## config.mk

```make
export PLATFORM = sky130hd
export DESIGN_NAME = frontend
export DESIGN_NICKNAME = d
export VERILOG_FILES = /design/src/rtl/frontend_pkg.sv /design/src/rtl/frontend_gpr_file.sv /design/src/rtl/frontend.sv
export SDC_FILE = /design/constraint.sdc
export NUM_CORES = 2
export LEC_CHECK = 0
export CAP_MARGIN = 20
export CORE_ASPECT_RATIO = 1.4
export CORE_MARGIN = 2
export CORE_UTILIZATION = 25
export CTS_CLUSTER_SIZE = 8
export DETAILED_ROUTE_END_ITERATION = 7
export HOLD_SLACK_MARGIN = 0.05
export PLACE_DENSITY_LB_ADDON = 0.3
export SYNTH_ARGS = -nofsm -noshare
export SYNTH_HDL_FRONTEND = slang
export SYNTH_SLANG_ARGS = --single-unit
```

## constraint.sdc

```tcl
create_clock -name clk -period 16.2 [get_ports clk]
set_clock_uncertainty 0.2 [all_clocks]
set_input_delay 3.24 -clock clk [delete_from_list [all_inputs] [get_ports clk]]
set_output_delay 3.24 -clock clk [all_outputs]
set_load 0.02 [all_outputs]
```

## src/rtl/frontend_pkg.sv

```systemverilog
// Shared constants for the two-cycle RV32I frontend: opcodes, 74x381 S codes, idle output words, FSM encoding.
// The HALT state encoding exists only when FRONTEND_HALT_EN is defined.
package frontend_pkg;

    localparam logic [6:0] OPC_LUI      = 7'b0110111;
    localparam logic [6:0] OPC_AUIPC    = 7'b0010111;
    localparam logic [6:0] OPC_JAL      = 7'b1101111;
    localparam logic [6:0] OPC_JALR     = 7'b1100111;
    localparam logic [6:0] OPC_BRANCH   = 7'b1100011;
    localparam logic [6:0] OPC_LOAD     = 7'b0000011;
    localparam logic [6:0] OPC_STORE    = 7'b0100011;
    localparam logic [6:0] OPC_OP_IMM   = 7'b0010011;
    localparam logic [6:0] OPC_OP       = 7'b0110011;
    localparam logic [6:0] OPC_MISC_MEM = 7'b0001111;
    localparam logic [6:0] OPC_SYSTEM   = 7'b1110011;

    localparam logic [2:0] S_CLR = 3'b000;
    localparam logic [2:0] S_SUB = 3'b010;  // A minus B
    localparam logic [2:0] S_ADD = 3'b011;
    localparam logic [2:0] S_XOR = 3'b100;
    localparam logic [2:0] S_OR  = 3'b101;
    localparam logic [2:0] S_AND = 3'b110;

    // Upper five alu_op bits {slt,sltu,sll,srl,sra}, active-low one-hot.
    localparam logic [4:0] FN_NONE = 5'b11111;
    localparam logic [4:0] FN_SLT  = 5'b01111;
    localparam logic [4:0] FN_SLTU = 5'b10111;
    localparam logic [4:0] FN_SLL  = 5'b11011;
    localparam logic [4:0] FN_SRL  = 5'b11101;
    localparam logic [4:0] FN_SRA  = 5'b11110;

    localparam logic [7:0] ALU_OP_IDLE = 8'hF8;
    localparam logic [7:0] MEM_OP_IDLE = 8'hFF;

    localparam logic [1:0] ST_FETCH = 2'd0;
    localparam logic [1:0] ST_EXEC  = 2'd1;
`ifdef FRONTEND_HALT_EN
    localparam logic [1:0] ST_HALT  = 2'd2;
`endif

    localparam logic [31:0] NOP_INSN = 32'h0000_0013;

    function automatic logic [31:0] imm_i(input logic [31:0] ir);
        return {{20{ir[31]}}, ir[31:20]};
    endfunction

    function automatic logic [31:0] imm_s(input logic [31:0] ir);
        return {{20{ir[31]}}, ir[31:25], ir[11:7]};
    endfunction

    function automatic logic [31:0] imm_b(input logic [31:0] ir);
        return {{19{ir[31]}}, ir[31], ir[7], ir[30:25], ir[11:8], 1'b0};
    endfunction

    function automatic logic [31:0] imm_u(input logic [31:0] ir);
        return {ir[31:12], 12'h000};
    endfunction

    function automatic logic [31:0] imm_j(input logic [31:0] ir);
        return {{11{ir[31]}}, ir[31], ir[19:12], ir[20], ir[30:21], 1'b0};
    endfunction

    // mem_op is {lb,lh,lw,lbu,lhu,sb,sh,sw}; unsupported widths stay idle.
    function automatic logic [7:0] load_mem_op(input logic [2:0] funct3);
        case (funct3)
            3'b000:  return 8'b0111_1111;
            3'b001:  return 8'b1011_1111;
            3'b010:  return 8'b1101_1111;
            3'b100:  return 8'b1110_1111;
            3'b101:  return 8'b1111_0111;
            default: return MEM_OP_IDLE;
        endcase
    endfunction

    function automatic logic [7:0] store_mem_op(input logic [2:0] funct3);
        case (funct3)
            3'b000:  return 8'b1111_1011;
            3'b001:  return 8'b1111_1101;
            3'b010:  return 8'b1111_1110;
            default: return MEM_OP_IDLE;
        endcase
    endfunction

endpackage

```

## src/rtl/frontend_gpr_file.sv

```systemverilog
// 32x32 register file, two combinational read ports and one write port; x0 reads zero, writes to it are dropped.
// Latency: reads same cycle, write visible after the clock edge. Backpressure: none.
module gpr_file (
    input  logic        clk,
    input  logic [4:0]  ra1,
    input  logic [4:0]  ra2,
    output logic [31:0] rd1,
    output logic [31:0] rd2,
    input  logic        we,
    input  logic [4:0]  wa,
    input  logic [31:0] wd
);

    logic [31:0] regs_q [32];
    logic [31:0] regs_d [32];

    always_comb begin
        regs_d = regs_q;
        if (we && (wa != 5'd0)) begin
            regs_d[wa] = wd;
        end
    end

    always_ff @(posedge clk) begin
        regs_q <= regs_d;
    end

    assign rd1 = (ra1 == 5'd0) ? 32'd0 : regs_q[ra1];
    assign rd2 = (ra2 == 5'd0) ? 32'd0 : regs_q[ra2];

endmodule

```

## src/rtl/frontend.sv

```systemverilog
// RV32I fetch/decode frontend driving a 74x381-style backend; FETCH/EXEC FSM, two cycles per instruction.
// Latency: decode drives the backend during EXEC, GPR write and PC update land on the EXEC edge. Backpressure: none.
// FRONTEND_HALT_EN adds a HALT state entered by ECALL/EBREAK/unknown opcodes; without it those are NOPs.
module frontend
    import frontend_pkg::*;
#(
    parameter logic [31:0] RESET_PC = 32'h0000_0000
) (
    input  logic        clk,
    input  logic        rst,
    output logic [31:0] imem_addr,
    input  logic [31:0] imem_data,
    output logic [7:0]  alu_op,
    output logic [7:0]  mem_op,
    output logic        load,
    output logic        store,
    output logic [31:0] alu_opr_1,
    output logic [31:0] alu_opr_2,
    output logic [31:0] rs2_data,
    input  logic [31:0] gpr_di,
    input  logic        is_lt,
    input  logic        is_ltu,
    input  logic        is_zero,
    output logic        halted
);

    logic [1:0]  state_q, state_d;
    logic [31:0] pc_q, pc_d;
    logic [31:0] ir_q, ir_d;
    logic        gpr_we;

    logic [31:0] rs1_val, rs2_val;
    logic [6:0]  opcode;
    logic [2:0]  funct3;
    logic [4:0]  rd_idx, rs1_idx, rs2_idx;
    logic        alt_op;

    logic [4:0]  dec_fn;
    logic [2:0]  dec_s;
    logic [7:0]  dec_mem_op;
    logic        dec_load, dec_store, dec_wr, br_taken;
    logic [31:0] dec_opr1, dec_opr2, next_pc;
    logic [4:0]  shamt;
    logic        exec_active;
`ifdef FRONTEND_HALT_EN
    logic        dec_halt;
`endif

    assign opcode  = ir_q[6:0];
    assign rd_idx  = ir_q[11:7];
    assign funct3  = ir_q[14:12];
    assign rs1_idx = ir_q[19:15];
    assign rs2_idx = ir_q[24:20];
    assign alt_op  = ir_q[30];

    gpr_file u_gpr (
        .clk (clk),
        .ra1 (rs1_idx),
        .ra2 (rs2_idx),
        .rd1 (rs1_val),
        .rd2 (rs2_val),
        .we  (gpr_we),
        .wa  (rd_idx),
        .wd  (gpr_di)
    );

    always_comb begin
        dec_fn     = FN_NONE;
        dec_s      = S_CLR;
        dec_mem_op = MEM_OP_IDLE;
        dec_load   = 1'b1;
        dec_store  = 1'b1;
        dec_wr     = 1'b0;
        dec_opr1   = 32'd0;
        dec_opr2   = 32'd0;
        br_taken   = 1'b0;
        shamt      = 5'd0;
        next_pc    = pc_q + 32'd4;
`ifdef FRONTEND_HALT_EN
        dec_halt   = 1'b0;
`endif
        case (opcode)
            OPC_LUI: begin
                dec_s    = S_ADD;
                dec_opr2 = imm_u(ir_q);
                dec_wr   = 1'b1;
            end
            OPC_AUIPC: begin
                dec_s    = S_ADD;
                dec_opr1 = pc_q;
                dec_opr2 = imm_u(ir_q);
                dec_wr   = 1'b1;
            end
            OPC_JAL: begin
                dec_s    = S_ADD;
                dec_opr1 = pc_q;
                dec_opr2 = 32'd4;
                dec_wr   = 1'b1;
                next_pc  = pc_q + imm_j(ir_q);
            end
            OPC_JALR: begin
                // Target uses rs1 as read this cycle, before the link write lands.
                dec_s    = S_ADD;
                dec_opr1 = pc_q;
                dec_opr2 = 32'd4;
                dec_wr   = 1'b1;
                next_pc  = (rs1_val + imm_i(ir_q)) & ~32'd1;
            end
            OPC_BRANCH: begin
                dec_s    = S_SUB;
                dec_opr1 = rs1_val;
                dec_opr2 = rs2_val;
                case (funct3)
                    3'b000:  br_taken = ~is_zero;
                    3'b001:  br_taken = is_zero;
                    3'b100:  br_taken = ~is_lt;
                    3'b101:  br_taken = is_lt;
                    3'b110:  br_taken = ~is_ltu;
                    3'b111:  br_taken = is_ltu;
                    default: br_taken = 1'b0;
                endcase
                if (br_taken) begin
                    next_pc = pc_q + imm_b(ir_q);
                end
            end
            OPC_LOAD: begin
                dec_s      = S_ADD;
                dec_opr1   = rs1_val;
                dec_opr2   = imm_i(ir_q);
                dec_mem_op = load_mem_op(funct3);
                dec_load   = (dec_mem_op == MEM_OP_IDLE);
                dec_wr     = ~dec_load;
            end
            OPC_STORE: begin
                dec_s      = S_ADD;
                dec_opr1   = rs1_val;
                dec_opr2   = imm_s(ir_q);
                dec_mem_op = store_mem_op(funct3);
                dec_store  = (dec_mem_op == MEM_OP_IDLE);
            end
            OPC_OP_IMM, OPC_OP: begin
                dec_wr   = 1'b1;
                dec_opr1 = rs1_val;
                dec_opr2 = (opcode == OPC_OP) ? rs2_val : imm_i(ir_q);
                shamt    = (opcode == OPC_OP) ? rs2_val[4:0] : rs2_idx;
                case (funct3)
                    3'b000:  dec_s = ((opcode == OPC_OP) && alt_op) ? S_SUB : S_ADD;
                    3'b010: begin
                        dec_fn = FN_SLT;
                        dec_s  = S_SUB;
                    end
                    3'b011: begin
                        dec_fn = FN_SLTU;
                        dec_s  = S_SUB;
                    end
                    3'b100:  dec_s = S_XOR;
                    3'b110:  dec_s = S_OR;
                    3'b111:  dec_s = S_AND;
                    3'b001: begin
                        dec_fn   = FN_SLL;
                        dec_opr2 = {27'd0, shamt};
                    end
                    default: begin
                        dec_fn   = alt_op ? FN_SRA : FN_SRL;
                        dec_opr2 = {27'd0, shamt};
                    end
                endcase
            end
            OPC_MISC_MEM: begin
            end
            OPC_SYSTEM: begin
`ifdef FRONTEND_HALT_EN
                dec_halt = 1'b1;
`endif
            end
            default: begin
`ifdef FRONTEND_HALT_EN
                dec_halt = 1'b1;
`endif
            end
        endcase
    end

    always_comb begin
        state_d = state_q;
        pc_d    = pc_q;
        ir_d    = ir_q;
        gpr_we  = 1'b0;
        case (state_q)
            ST_FETCH: begin
                ir_d    = imem_data;
                state_d = ST_EXEC;
            end
            ST_EXEC: begin
`ifdef FRONTEND_HALT_EN
                if (dec_halt) begin
                    state_d = ST_HALT;
                end else begin
                    pc_d    = next_pc;
                    gpr_we  = dec_wr;
                    state_d = ST_FETCH;
                end
`else
                pc_d    = next_pc;
                gpr_we  = dec_wr;
                state_d = ST_FETCH;
`endif
            end
`ifdef FRONTEND_HALT_EN
            ST_HALT: begin
                state_d = ST_HALT;
            end
`endif
            default: begin
                state_d = ST_FETCH;
            end
        endcase
        if (rst) begin
            state_d = ST_FETCH;
            pc_d    = RESET_PC;
            ir_d    = NOP_INSN;
            gpr_we  = 1'b0;
        end
    end

    always_ff @(posedge clk) begin
        state_q <= state_d;
        pc_q    <= pc_d;
        ir_q    <= ir_d;
    end

    assign exec_active = (state_q == ST_EXEC) && !rst;

    assign imem_addr = pc_q;
    assign alu_op    = exec_active ? {dec_fn, dec_s} : ALU_OP_IDLE;
    assign mem_op    = exec_active ? dec_mem_op : MEM_OP_IDLE;
    assign load      = exec_active ? dec_load : 1'b1;
    assign store     = exec_active ? dec_store : 1'b1;
    assign alu_opr_1 = exec_active ? dec_opr1 : 32'd0;
    assign alu_opr_2 = exec_active ? dec_opr2 : 32'd0;
    assign rs2_data  = exec_active ? rs2_val : 32'd0;

`ifdef FRONTEND_HALT_EN
    assign halted = (state_q == ST_HALT) && !rst;
`else
    assign halted = 1'b0;
`endif

endmodule

```

==> results.md <==
- Number of fill cells in the layout: 22,526
- Comb pwr share: 13.6%
- Min-Delay Path Depth: 2
- CP top delay family: buffers and inverters
- Clock tree buffer depth: 3
- Final Hold Viols: 0
- RSZ-0062 raised after global routing: no
- Drt pass-1 iters: 5
- Most frequent cell after synthesis: edfxtp_1
- Net Sw Power: 1865 uW
- Initial core utilization: 25.13%
- Postcts setup bufs: 0
- Clk pin slew, worst setup/hold paths: 0.05 ns
- Power Dens Cells: 104.5 mW/mm^2
- Syn. warnings: 0
- Final ANT Viol Nets: 0
- Clk pwr share: 41.9%
- Nets: 3,994
- Max_cap viols: 0
- Final Setup Violations: 0
- Data required, critical path: 12.76 ns
- Setup_tns: 0 ns
- Internal Pwr Total: 5209 uW
- Commonest cells in the netlist: edfxtp_1 (1,024), mux4_2 (569), nor2_1 (219)
- Peak VDD IR: 0.0001058 V
- Num CTS Buffers: 154
- HP Class: reg -> reg
- Power, Total: 7073 uW
- Die height: 569.1 um
- Largest net degree at the start of global routing: 110
- Sw Share: 26.36%
- Max Fanout on Critical Path: 47
- Max Fclk: 103.9 MHz
- GRT Resource Usage Total: 17.61%
- Tcrit/Tclk final: 59.43%
- Worst reg-to-reg setup slack: 8.74 ns
- Share of the synthesized area in the top cell type: 53.93%
- Layout cells sized above 1: 25.07%
- Clock Latency Late Sink: 0.78 ns
- Max-slew violations: 0
- Synth area leaders: edfxtp_1 (54%), mux4_2 (22%), mux2i_1 (2.5%)
- Slew headroom: 17.53%
- Static Leak: 0.02100 uW
- Crit path buffers/inverters: 7
- Main synth FF type: edfxtp_1
- Clock sinks: 1,088
- Syn Area/Cell: 15.83 um^2
- Layout area overhead: 18.77%
- Post-Synthesis Cells: 3,601
- Worst R2R Path Depth: 19
- Fin crit period: 9.627 ns
- CTS tree: yes
- Chip Width: 407.6 um
- Initial DRC count: 3,398
- EDFF count, synth: 1,024
- CTS Hold Bufs: 0
- RePlAce Congestion: 0.9211
- Status: finished, final reports clean
- Hold Path Sink: ir_q[1]
- Most frequent CP cell: buf_4
- Wire per inst: 30.11 um
- Critical path capture point type: output pin
- FF-to-FF Start: ir_q[16]
- Critical Path, Cell by Cell: buf_2 -> buf_4 -> inv_1 -> nand2_2 -> buf_4 -> a21oi_2 -> buf_4 -> nor2_2 -> buf_8 -> a31oi_1 -> clkdlybuf4s50_1
- Number of synthesized register bits: 1,088
- CP startpoint kind: input pin
- Slew @ Worst Pin: 1.213 ns
- Worst path slowest cell: clkdlybuf4s50_1
- DP Wirelength: 128,000 um
- R2R Path End: imem_addr[24]
- DR vias: 36,987
- Global-route wire length before repair: 291,900 um
- Sequential share of the synthesized area: 56.18%
- Sequential Power Share: 44.5%
- Cell Rows: 207
- CTS resizes: 0
- DRC Markers: 0
- Total wire length: 208,900 um
- DR vias/cell: 5.333
- Root Driver: clkbuf_16
- Vias in the first global route: 37,869
- CP arrival: 6.19 ns
- Critical Path Max Stage Delay: 0.59 ns
- Hold path startpoint: ir_q[1]
- Cell area after synthesis: 0.05702 mm^2
- Yosys top cell by area: edfxtp_1
- Initial antenna violation count: 18
- H-tree depth: 4
- Ys async rst share: 0%
- Buffers added on ports: 213
- Core Footprint: 0.2269 mm^2
- Unique cell type count in the Yosys netlist: 93
- IO Pins: 216
- Die area: 0.2320 mm^2
- Kind of critical path: in -> out
- Grt total ovfl: 0
==> worst reg2reg max path, stage by stage, from the launching register on <==
cell and delay [ns]:
dfxtp_4 0.78, buf_4 0.75, buf_4 0.85, mux4_2 0.45
mux4_2 0.51, nand2_1 0.09, a21oi_1 0.27, ha_1 0.47
inv_1 0.07, nor2_1 0.13, o21ai_0 0.17, a2111o_1 0.47
a31oi_1 0.29, o21ai_0 0.23, a2111oi_4 0.53, nand2b_1 0.22
a211oi_1 0.13, xnor2_1 0.28, a22oi_1 0.15, a311oi_1 0.32
==> flip-flops by register name, summed over array words and instances, names as in the netlist <==
| register | count |
|---|---|
| imem_addr | 31 |
| u_gpr.regs_q | 1024 |
| ir_q | 32 |
| state_q | 1 |
==> power by group through the flow <==
stage                     combinational (uW)  sequential [uW]  clock, uW
after global routing                    1020             3150       3120
after detailed placement                 955             3200          0
after floorplan                          595             3160          0
after CTS                                956             3150       3020
final                                    965             3150       2960
after global placement                   950             3200          0
==> worst max path at each step <==
stage	from	endpoint	slack, ns	depth (start not counted)
2_1_floorplan	rst	alu_opr_2[10]	8.05	8
3_3_place_gp	rst	alu_opr_2[0]	6.42	10
3_5_place_dp	rst	alu_opr_2[7]	6.34	10
4_1_cts	rst	alu_opr_2[7]	6.34	10
5_1_grt	ir_q[20]	alu_opr_2[24]	6.31	9
6_report	rst	alu_opr_2[19]	6.57	11
==> layout make-up <==
cell class | instances | area (um^2) | share of cell area (%)
clock buffer | 185 | 4001 | 5.909
antenna | 5 | 12.51 | 0.01848
clock inverter | 15 | 297.8 | 0.4397
inverter | 35 | 131.4 | 0.1940
sequential | 1088 | 32070 | 47.35
tap | 3030 | 3791 | 5.598
timing repair buffer | 339 | 3291 | 4.859
multi-input combinational | 2239 | 24130 | 35.63
==> per-stage QoR <==
step           cells  area, um^2  utilization [%]  hold slack (ns)  setup slack [ns]
2_1_floorplan   3634       57140                -           0.2670             8.055
3_3_place_gp    6718       63130            27.82           0.3689             6.418
3_5_place_dp    6720       63170            27.84           0.3748             6.345
4_1_cts         6920       67470            29.74           0.3847             6.342
5_1_grt         6932       67710            29.84           0.3839             6.311
6_report        6936       67720            29.85           0.3834             6.573
==> kinds of logic after synthesis <==
kind of cell | after synthesis | synth area share, %
other cells | 1 | 0.006577
mux | 737 | 25.61
simple gates | 681 | 5.528
buf+inv | 307 | 2.260
compound gates | 621 | 7.351
fa+ha+maj | 73 | 1.620
flops | 1088 | 56.18
xor+xnor | 93 | 1.442
==> layout by cell type, fill, tap and decap left out, types with 39 or more instances in the layout <==
cell | netlist | final
o21ai_0 | 115 | 115
edfxtp_1 | 1024 | 1024
nand3_1 | 39 | 39
clkdlybuf4s50_1 | 0 | 212
nor3_1 | 69 | 67
dfxtp_1 | 64 | 53
nand2_1 | 199 | 198
a21o_1 | 39 | 39
nor2_1 | 219 | 185
a21oi_1 | 146 | 142
xnor2_1 | 60 | 60
ha_1 | 65 | 65
clkbuf_16 | 0 | 156
buf_4 | 10 | 110
mux4_2 | 569 | 569
a31oi_1 | 44 | 44
mux2i_1 | 142 | 135
==> layer usage <==
layer / wire length, um / vias up / track usage, %
li1: - / 15353 / -
met1: 79350 / 19609 / 20.69
met2: 106500 / 1604 / 31.15
met3: 13400 / 415 / 3.277
met4: 9624 / 6 / 7.865
met5: 31 / - / 0
Power figures use the tool's default switching activity.
